[src/rtl/conv_weight_pingpong_buf.sv]
// Double-buffered conv weight store: words load into the shadow bank while the active bank
// streams one tap per beat (all channels packed) to the conv array.
module conv_weight_pingpong_buf #(
   parameter int unsigned CONV_CHANNEL = 4,
   parameter int unsigned KERNEL_SIZE  = 25,
   parameter int unsigned DATA_WIDTH   = 8,
   localparam int unsigned ADDR_WIDTH  = $clog2(KERNEL_SIZE),
   localparam int unsigned CH_WIDTH    = (CONV_CHANNEL > 1) ? $clog2(CONV_CHANNEL) : 1,
   localparam int unsigned OUT_WIDTH   = DATA_WIDTH * CONV_CHANNEL
) (
   input  logic                  i_clk,
   input  logic                  i_rst,
   input  logic                  i_load_valid,
   output logic                  o_load_ready,
   input  logic [DATA_WIDTH-1:0] i_load_data,
   output logic                  o_load_done,
   input  logic                  i_rd_start,
   output logic                  o_rd_valid,
   input  logic                  i_rd_ready,
   output logic [ADDR_WIDTH-1:0] o_rd_addr,
   output logic                  o_rd_last,
   output logic [OUT_WIDTH-1:0]  o_weight_out,
   output logic                  o_busy
);

   typedef enum logic {S_IDLE, S_RUN} state_t;

   logic [DATA_WIDTH-1:0] r_mem [2][CONV_CHANNEL][KERNEL_SIZE];

   state_t                r_state;
   logic                  r_active;
   logic                  r_active_valid;
   logic                  r_shadow_full;
   logic [CH_WIDTH-1:0]   r_ld_ch;
   logic [ADDR_WIDTH-1:0] r_ld_tap;
   logic [ADDR_WIDTH-1:0] r_iss_addr;
   logic                  r_iss_pending;
   logic                  r_load_ready;
   logic                  r_load_done;
   logic                  r_rd_valid;
   logic [ADDR_WIDTH-1:0] r_rd_addr;
   logic                  r_rd_last;
   logic [OUT_WIDTH-1:0]  r_weight;
   logic                  r_busy;

   logic                  w_load_hs;
   logic                  w_load_last;
   logic                  w_wr_bank;
   logic                  w_swap;
   logic                  w_start;
   logic                  w_rd_hs;
   logic                  w_issue;
   logic                  w_iss_last;
   logic [OUT_WIDTH-1:0]  w_rd_word;

   assign w_load_hs   = i_load_valid && r_load_ready;
   assign w_load_last = (r_ld_ch == CH_WIDTH'(CONV_CHANNEL - 1)) &&
                        (r_ld_tap == ADDR_WIDTH'(KERNEL_SIZE - 1));
   assign w_wr_bank   = ~r_active;
   assign w_swap      = r_shadow_full && (r_state == S_IDLE);
   assign w_start     = (r_state == S_IDLE) && i_rd_start && (r_active_valid || r_shadow_full);
   assign w_rd_hs     = r_rd_valid && i_rd_ready;
   // A tap is read only when the output register is free or draining, so it doubles as the hold stage
   assign w_issue     = (r_state == S_RUN) && r_iss_pending && (!r_rd_valid || i_rd_ready);
   assign w_iss_last  = (r_iss_addr == ADDR_WIDTH'(KERNEL_SIZE - 1));

   always_comb begin
      w_rd_word = '0;
      for (int c = 0; c < int'(CONV_CHANNEL); c++) begin
         w_rd_word[c*DATA_WIDTH +: DATA_WIDTH] = r_mem[r_active][c][r_iss_addr];
      end
   end

   // Shadow-bank write port; contents intentionally not reset
   always_ff @(posedge i_clk) begin
      if (w_load_hs) begin
         r_mem[w_wr_bank][r_ld_ch][r_ld_tap] <= i_load_data;
      end
   end

   always_ff @(posedge i_clk or posedge i_rst) begin
      if (i_rst) begin
         r_state        <= S_IDLE;
         r_active       <= 1'b0;
         r_active_valid <= 1'b0;
         r_shadow_full  <= 1'b0;
         r_ld_ch        <= '0;
         r_ld_tap       <= '0;
         r_iss_addr     <= '0;
         r_iss_pending  <= 1'b0;
         r_load_ready   <= 1'b1;
         r_load_done    <= 1'b0;
         r_rd_valid     <= 1'b0;
         r_rd_addr      <= '0;
         r_rd_last      <= 1'b0;
         r_weight       <= '0;
         r_busy         <= 1'b0;
      end else begin
         r_load_done <= 1'b0;

         // Channel-major load counters; the final word closes the shadow bank
         if (w_load_hs) begin
            if (r_ld_tap == ADDR_WIDTH'(KERNEL_SIZE - 1)) begin
               r_ld_tap <= '0;
               r_ld_ch  <= w_load_last ? '0 : r_ld_ch + CH_WIDTH'(1);
            end else begin
               r_ld_tap <= r_ld_tap + ADDR_WIDTH'(1);
            end
            if (w_load_last) begin
               r_shadow_full <= 1'b1;
               r_load_ready  <= 1'b0;
               r_load_done   <= 1'b1;
            end
         end

         if (w_swap) begin
            r_active       <= ~r_active;
            r_active_valid <= 1'b1;
            r_shadow_full  <= 1'b0;
            r_load_ready   <= 1'b1;
         end

         case (r_state)
            S_IDLE: begin
               if (w_start) begin
                  r_state       <= S_RUN;
                  r_busy        <= 1'b1;
                  r_iss_addr    <= '0;
                  r_iss_pending <= 1'b1;
               end
            end
            S_RUN: begin
               if (w_issue) begin
                  r_rd_valid <= 1'b1;
                  r_rd_addr  <= r_iss_addr;
                  r_rd_last  <= w_iss_last;
                  r_weight   <= w_rd_word;
                  if (w_iss_last) begin
                     r_iss_pending <= 1'b0;
                  end else begin
                     r_iss_addr <= r_iss_addr + ADDR_WIDTH'(1);
                  end
               end else if (w_rd_hs) begin
                  r_rd_valid <= 1'b0;
                  r_rd_last  <= 1'b0;
                  if (r_rd_last) begin
                     r_state <= S_IDLE;
                     r_busy  <= 1'b0;
                  end
               end
            end
            default: r_state <= S_IDLE;
         endcase
      end
   end

   assign o_load_ready = r_load_ready;
   assign o_load_done  = r_load_done;
   assign o_rd_valid   = r_rd_valid;
   assign o_rd_addr    = r_rd_addr;
   assign o_rd_last    = r_rd_last;
   assign o_weight_out = r_weight;
   assign o_busy       = r_busy;

endmodule
[config.mk]
export PLATFORM = sky130hd
export DESIGN_NAME = conv_weight_pingpong_buf
export DESIGN_NICKNAME = d
export VERILOG_FILES = /design/src/rtl/conv_weight_pingpong_buf.sv
export SDC_FILE = /design/constraint.sdc
export NUM_CORES = 2
export LEC_CHECK = 0
export CAP_MARGIN = 20
export CORE_ASPECT_RATIO = 1.25
export CORE_UTILIZATION = 50
export CTS_BUF_LIST = sky130_fd_sc_hd__clkbuf_4 sky130_fd_sc_hd__clkbuf_8
export DETAILED_ROUTE_END_ITERATION = 8
export GPL_TIMING_DRIVEN = 0
export PLACE_DENSITY = 0.62
export REMOVE_ABC_BUFFERS = 1
export SLEW_MARGIN = 30
export SYNTH_ARGS = -nofsm -noshare
export SYNTH_HDL_FRONTEND = slang
export SYNTH_SLANG_ARGS = --single-unit
[constraint.sdc]
create_clock -name i_clk -period 5 [get_ports i_clk]
set_clock_uncertainty 0.15 [all_clocks]
set_input_delay 1 -clock i_clk [delete_from_list [all_inputs] [get_ports i_clk]]
set_output_delay 1 -clock i_clk [all_outputs]
set_load 0.03 [all_outputs]
Yosys cells after proc, flatten, opt, wreduce, memory -nomap -nowiden
Memory sizes are Yosys's and may differ from the RTL's.
Cells that the tools add are included.
{"block": "word_totals", "ff_bits": 59, "ram_bits": 1600, "input_bits": 13, "out_inout_bits": 42, "elab_cells": 110, "n_memories": 1}
{"block": "op_classes", "addsub": 3, "n_lt_le_gt_ge": 5, "eq_ne": 10, "mux": 48, "bitwise_logic": 5, "reduce_logical": 23}
{"name": "r_mem", "words": 2, "width": 800, "read_ports": 1, "rd_clocked_by_memory_dff": 0, "wr": 1, "line": "28", "text": "logic [DATA_WIDTH-1:0] r_mem [2][CONV_CHANNEL][KERNEL_SIZE];"}
{"operator": "800-bit 2-to-1 mux", "count": 1}
{"operator": "200-bit demux with 2-bit select", "count": 1}
{"operator": "200-bit 2-to-1 mux", "count": 1}
{"operator": "8-bit binary-select mux with 5-bit select", "count": 4}
{"operator": "8-bit 2-to-1 mux", "count": 9}
{"operator": "8-bit demux with 5-bit select", "count": 1}
{"operator": "1-bit 2-to-1 mux", "count": 22}
{"operator": "5-bit 2-to-1 mux", "count": 4}
{"operator": "6-bit >= comparator (second input constant)", "count": 2}
{"operator": "5-bit inverter with 6-bit output", "count": 2}
{"operator": "5-bit by 1-bit adder with 5-bit output (second input constant)", "count": 2}
{"operator": "5-bit equality test (second input constant)", "count": 2}
{"operator": "1-bit logical AND", "count": 10}
{"operator": "5-bit case mux with 2 select lines", "count": 1}
{"operator": "2-bit by 1-bit != test with 1-bit output (second input constant)", "count": 4}
{"operator": "2-bit AND reduction", "count": 4}
{"operator": "6-bit by 1-bit less-than comparator with 1-bit output (second input constant)", "count": 1}
{"operator": "2-bit != test (second input constant)", "count": 3}
{"operator": "1-bit case mux with 2 select lines", "count": 3}
{"operator": "3-bit AND reduction", "count": 2}
{"operator": "2-bit nonzero test", "count": 3}
{"operator": "4-bit AND reduction", "count": 1}
{"operator": "3-bit >= comparator (second input constant)", "count": 1}
{"operator": "3-bit by 1-bit less-than comparator with 1-bit output (second input constant)", "count": 1}
{"operator": "other kinds (7)", "count": 9}

Depth between registers and ports, before layout
{"block": "logic_depth", "depth_word": 8, "ltp_mapped": 9, "ltp_nobuf": 6}

Worst setup path after synthesis
No wires, ideal clock.
{"block": "synth_timing", "path_type": "input-to-reg", "startpoint": "input i_rd_ready", "endpoint": "register r_weight[0], in the netlist o_weight_out[0]", "setup_ns": 0.131, "arrival_time_ns": 2.338, "required_time_ns": 4.719, "setup_slack_ns": 2.380, "cell_stages": 7, "path_buffers": 2, "path_cell_list": "nor2b_1 nor2_1 clkbuf_1 nand4_1 clkbuf_1 o221ai_1 or3_1"}
{"block": "synth_via", "elab_chain_cells": 3}
{"item": "from (decl)", "line": "19", "text": "input logic i_rd_ready,"}
{"item": "1-bit logical OR", "line": "64", "text": "assign w_issue = (r_state == S_RUN) && r_iss_pending && (!r_rd_valid || i_rd_ready);"}
{"item": "1-bit logical AND", "line": "64"}
{"item": "2-bit AND reduction (no line)"}
{"item": "to (signal assigned)", "line": "137", "text": "r_weight <= w_rd_word;"}
{"item": "to (decl)", "line": "43", "text": "logic [OUT_WIDTH-1:0] r_weight;"}
Every way passes these cells.
A chain may end at the register's enable or synchronous reset.

Final worst setup path
{"block": "layout_timing", "startpoint": "register r_active", "endpoint": "register r_weight[7], in the netlist o_weight_out[7]"}
{"block": "layout_via", "elab_chain_cells": 4}
{"item": "from (decl)", "line": "31", "text": "logic r_active;"}
{"item": "from (signal assigned)", "line": "117", "text": "r_active <= ~r_active;"}
{"item": "memory 2 x 800 bit"}
{"item": "8-bit binary-select mux with 5-bit select", "line": "70", "text": "w_rd_word[c*DATA_WIDTH +: DATA_WIDTH] = r_mem[r_active][c][r_iss_addr];"}
{"item": "8-bit 2-to-1 mux (implied by the code) (2 in a row)", "line": "70"}
Every way passes these cells. The select of a mux whose other input is x is not followed.

==> insert_results.sql <==
INSERT INTO impl_metrics (metric_group, metric, value, unit) VALUES
('critical_path', 'regToRegEndpoint', 'o_weight_out[7]$_DFFE_PP0P_', ''),
('die', 'ioPinCount', '55', ''),
('flow_run', 'maxCapViolCount', '0', ''),
('logic_synthesis', 'synth-edff-count', '1600', ''),
('logic_synthesis', 'synthArstFlopShare', '0.03556', ''),
('logic_synthesis', 'muxShareOfSynthArea', '0.1402', ''),
('detailed_routing', 'detail_route.wirelength', '140800', 'µm'),
('layout', 'fin_cells', '5297', ''),
('critical_path', 'critical_path_arrival', '5440', 'ps'),
('critical_path', 'critical_path_peak_fanout', '38', ''),
('layout', 'drive_gt1_frac', '0.1978', ''),
('timing', 'final-setup-viol-count', '0', ''),
('layout', 'finish.net_count', '3432', ''),
('timing', 'timing.max_slew.rel_slack', '0.3783', ''),
('logic_synthesis', 'seq_area_frac_synth', '0.7734', ''),
('timing', 'tns', '0', 'ps'),
('layout', 'flow.area_growth_from_synthesis', '12.42', '%'),
('clocking', 'cts_htree_levels', '4', ''),
('die', 'fp.dieW', '322.1', 'µm'),
('logic_synthesis', 'synth_area_leader_cell', 'sky130_fd_sc_hd__edfxtp_1', ''),
('critical_path', 'critPathLaunchType', 'flip-flop', ''),
('placement', 'placedCellCount', '4879', ''),
('detailed_routing', 'detail_route.vias_per_cell', '5.846', ''),
('clocking', 'clockBufferDepth', '3', ''),
('logic_synthesis', 'synthesis.area_per_instance', '19.66', 'µm²'),
('die', 'row_count', '146', ''),
('grt', 'overflow', '0', ''),
('clocking', 'postCtsHoldBufs', '0', ''),
('logic_synthesis', 'synth_top_flop_cell', 'sky130_fd_sc_hd__edfxtp_1', ''),
('clocking', 'post_cts_buffers', '0', ''),
('detailed_routing', 'drt_pre_antenna_iters', '7', ''),
('detailed_routing', 'vias', '30970', ''),
('clocking', 'root_buffer', 'sky130_fd_sc_hd__clkbuf_8', ''),
('placement', 'hpwl', '86930', 'µm'),
('layout', 'sequential_cell_area', '49540', 'µm²'),
('layout', 'layout.cell_area.non_filler', '71990', 'µm²'),
('logic_synthesis', 'synth_xor_area_frac', '0.0005471', ''),
('critical_path', 'register_to_register_path_setup_slack', '150', 'ps'),
('logic_synthesis', 'yosys.cell_types.count', '40', ''),
('die', 'die_area', '129500', 'µm²'),
('timing', 'maxSlewViolCount', '0', ''),
('power_and_ir_drop', 'p_leak', '24.06', 'nW'),
('timing', 'grt_setup_unrepaired', 'false', ''),
('logic_synthesis', 'yosys.area.top_type_share', '0.7503', ''),
('detailed_routing', 'drt-initial-drc-count', '2953', ''),
('logic_synthesis', 'synth_area_leaders', 'sky130_fd_sc_hd__edfxtp_1, sky130_fd_sc_hd__mux4_2, sky130_fd_sc_hd__mux2i_1', ''),
('grt', 'grtUsageTotal', '0.2197', ''),
('clocking', 'cts_inserted_buffers', '230', ''),
('layout', 'fillers', '9350', ''),
('logic_synthesis', 'post_synth_inst_count', '3258', ''),
('logic_synthesis', 'synth_seq_cells', '1659', ''),
('detailed_routing', 'drt-wirelength-per-cell', '26.58', 'µm'),
('critical_path', 'critPathRequiredTime', '5590', 'ps'),
('logic_synthesis', 'yosys.area_share.simple', '0.03306', ''),
('die', 'die_y', '402.1', 'µm'),
('die', 'initial_utilization', '0.5044', ''),
('grt', 'grt_first_pass_wirelength', '205800', 'µm'),
('power_and_ir_drop', 'peakVddDrop', '0.3370', 'mV'),
('logic_synthesis', 'synth_most_common_cell', 'sky130_fd_sc_hd__edfxtp_1', ''),
('critical_path', 'criticalPathCategory', 'flip-flop to flip-flop', ''),
('power_and_ir_drop', 'power_density', '500.9', 'nW/µm²'),
('run_status', 'run_status', 'finished clean', ''),
('timing', 'fmax', '0.2062', 'GHz'),
('clocking', 'cts_resized', '0', ''),
('clocking', 'cts_sinks', '1659', ''),
('clocking', 'clk_latency', '900', 'ps'),
('critical_path', 'critical_path.reg2reg.startpoint', 'r_active$_DFFE_PP0P_', ''),
('die', 'core_footprint', '127000', 'µm²'),
('critical_path', 'end_kind', 'flip-flop', ''),
('logic_synthesis', 'synth_fa_ha_area_frac', '0.001954', ''),
('logic_synthesis', 'syn-cell-area', '64040', 'µm²');
==> cells by family after synthesis <==
kind of cell	after synthesis
flip-flops	1659
multiplexers	577
AND/OR/NAND/NOR	493
AO/OA/AOI/OAI	312
buffers and inverters	203
adder cells (fa/ha/maj)	10
XOR/XNOR	4
==> power breakdown <==
| group | switching [W] | leakage (nW) | internal (W) |
|---|---|---|---|
| registers | 0.000452 | 15.1 | 0.0155 |
| clock network | 0.00491 | 2.47 | 0.00568 |
| logic | 0.00530 | 6.51 | 0.00419 |
| total | 0.0107 | 24.1 | 0.0254 |
==> sequential cells by signal, indices dropped and copies added (netlist names), 2 cells and up <==
name / cells
r_mem: 1600
r_ld_ch: 2
r_ld_tap: 5
o_rd_addr: 5
r_iss_addr: 5
o_weight_out: 32
==> placed cells by master, fill, tap and decap left out, types with 36 or more instances in the layout <==
cell type and n:
sky130_fd_sc_hd__a22oi_1 128, sky130_fd_sc_hd__clkinv_1 57, sky130_fd_sc_hd__buf_16 37, sky130_fd_sc_hd__nand3_1 81
sky130_fd_sc_hd__clkbuf_8 233, sky130_fd_sc_hd__dfrtp_1 55, sky130_fd_sc_hd__edfxtp_1 1600, sky130_fd_sc_hd__nor2_1 207
sky130_fd_sc_hd__a22o_1 36, sky130_fd_sc_hd__clkbuf_4 62, sky130_fd_sc_hd__nand2_1 133, sky130_fd_sc_hd__mux2i_1 321
sky130_fd_sc_hd__clkinv_2 38, sky130_fd_sc_hd__mux4_2 256, sky130_fd_sc_hd__clkdlybuf4s50_1 46
==> layer usage <==
| layer | share of wire | vias to the layer above | wire, µm | GRT usage |
|---|---|---|---|---|
| met5 | 0 | - | 0 | 0 |
| met4 | 0.028 | 0 | 3894 | 0.07335 |
| met3 | 0.059 | 230 | 8367 | 0.04519 |
| met2 | 0.52 | 996 | 73390 | 0.3777 |
| met1 | 0.39 | 16110 | 55160 | 0.2777 |
| li1 | - | 13630 | - | - |
==> worst max path at each step <==
stage / from / end / slack [ps] / cells past startpoint
after floorplan: r_active$_DFFE_PP0P_ / r_mem[1][0]$_DFFE_PP_ / -17420 / 1
after global placement: r_active$_DFFE_PP0P_ / r_mem[1][670]$_DFFE_PP_ / -26170 / 3
after detailed placement: r_active$_DFFE_PP0P_ / o_weight_out[7]$_DFFE_PP0P_ / 330 / 10
after CTS: r_active$_DFFE_PP0P_ / o_weight_out[7]$_DFFE_PP0P_ / 300 / 10
after global routing: r_active$_DFFE_PP0P_ / o_weight_out[2]$_DFFE_PP0P_ / 60 / 10
final: r_active$_DFFE_PP0P_ / o_weight_out[7]$_DFFE_PP0P_ / 150 / 10
==> worst max-delay path, stage by stage, from the launching register on <==
cell                       delay (ps)
sky130_fd_sc_hd__dfrtp_4          810
sky130_fd_sc_hd__buf_16           310
sky130_fd_sc_hd__buf_16           290
sky130_fd_sc_hd__buf_16           290
sky130_fd_sc_hd__buf_12           280
sky130_fd_sc_hd__buf_16           290
sky130_fd_sc_hd__mux4_2           550
sky130_fd_sc_hd__a22o_1           270
sky130_fd_sc_hd__a221oi_1         600
sky130_fd_sc_hd__a31oi_1          320
sky130_fd_sc_hd__or3_1            390
==> final cells by class <==
cell class / count / area share
diodes: 1 / 0.00003476
clock buffers: 295 / 0.05101
clock inverters: 122 / 0.01396
inverters: 10 / 0.0005909
multi-input cells: 1396 / 0.1897
flip-flops and latches: 1659 / 0.6881
well taps: 1702 / 0.02958
repair buffers: 112 / 0.02703
==> metrics by stage <==
stage | total power (W) | worst slack, ps | utilization | hold slack, ps
2_1_floorplan | 0.02158 | -17420 | - | 308.9
3_3_place_gp | 0.02350 | -26170 | 0.5183 | 331.2
3_5_place_dp | 0.02583 | 328.4 | 0.5302 | 330.6
4_1_cts | 0.03636 | 296.2 | 0.5670 | 177.9
5_1_grt | 0.03740 | 62.92 | 0.5671 | 221.5
6_report | 0.03606 | 151.2 | 0.5671 | 277.2
No activity file was read; power rests on OpenSTA's default activity.
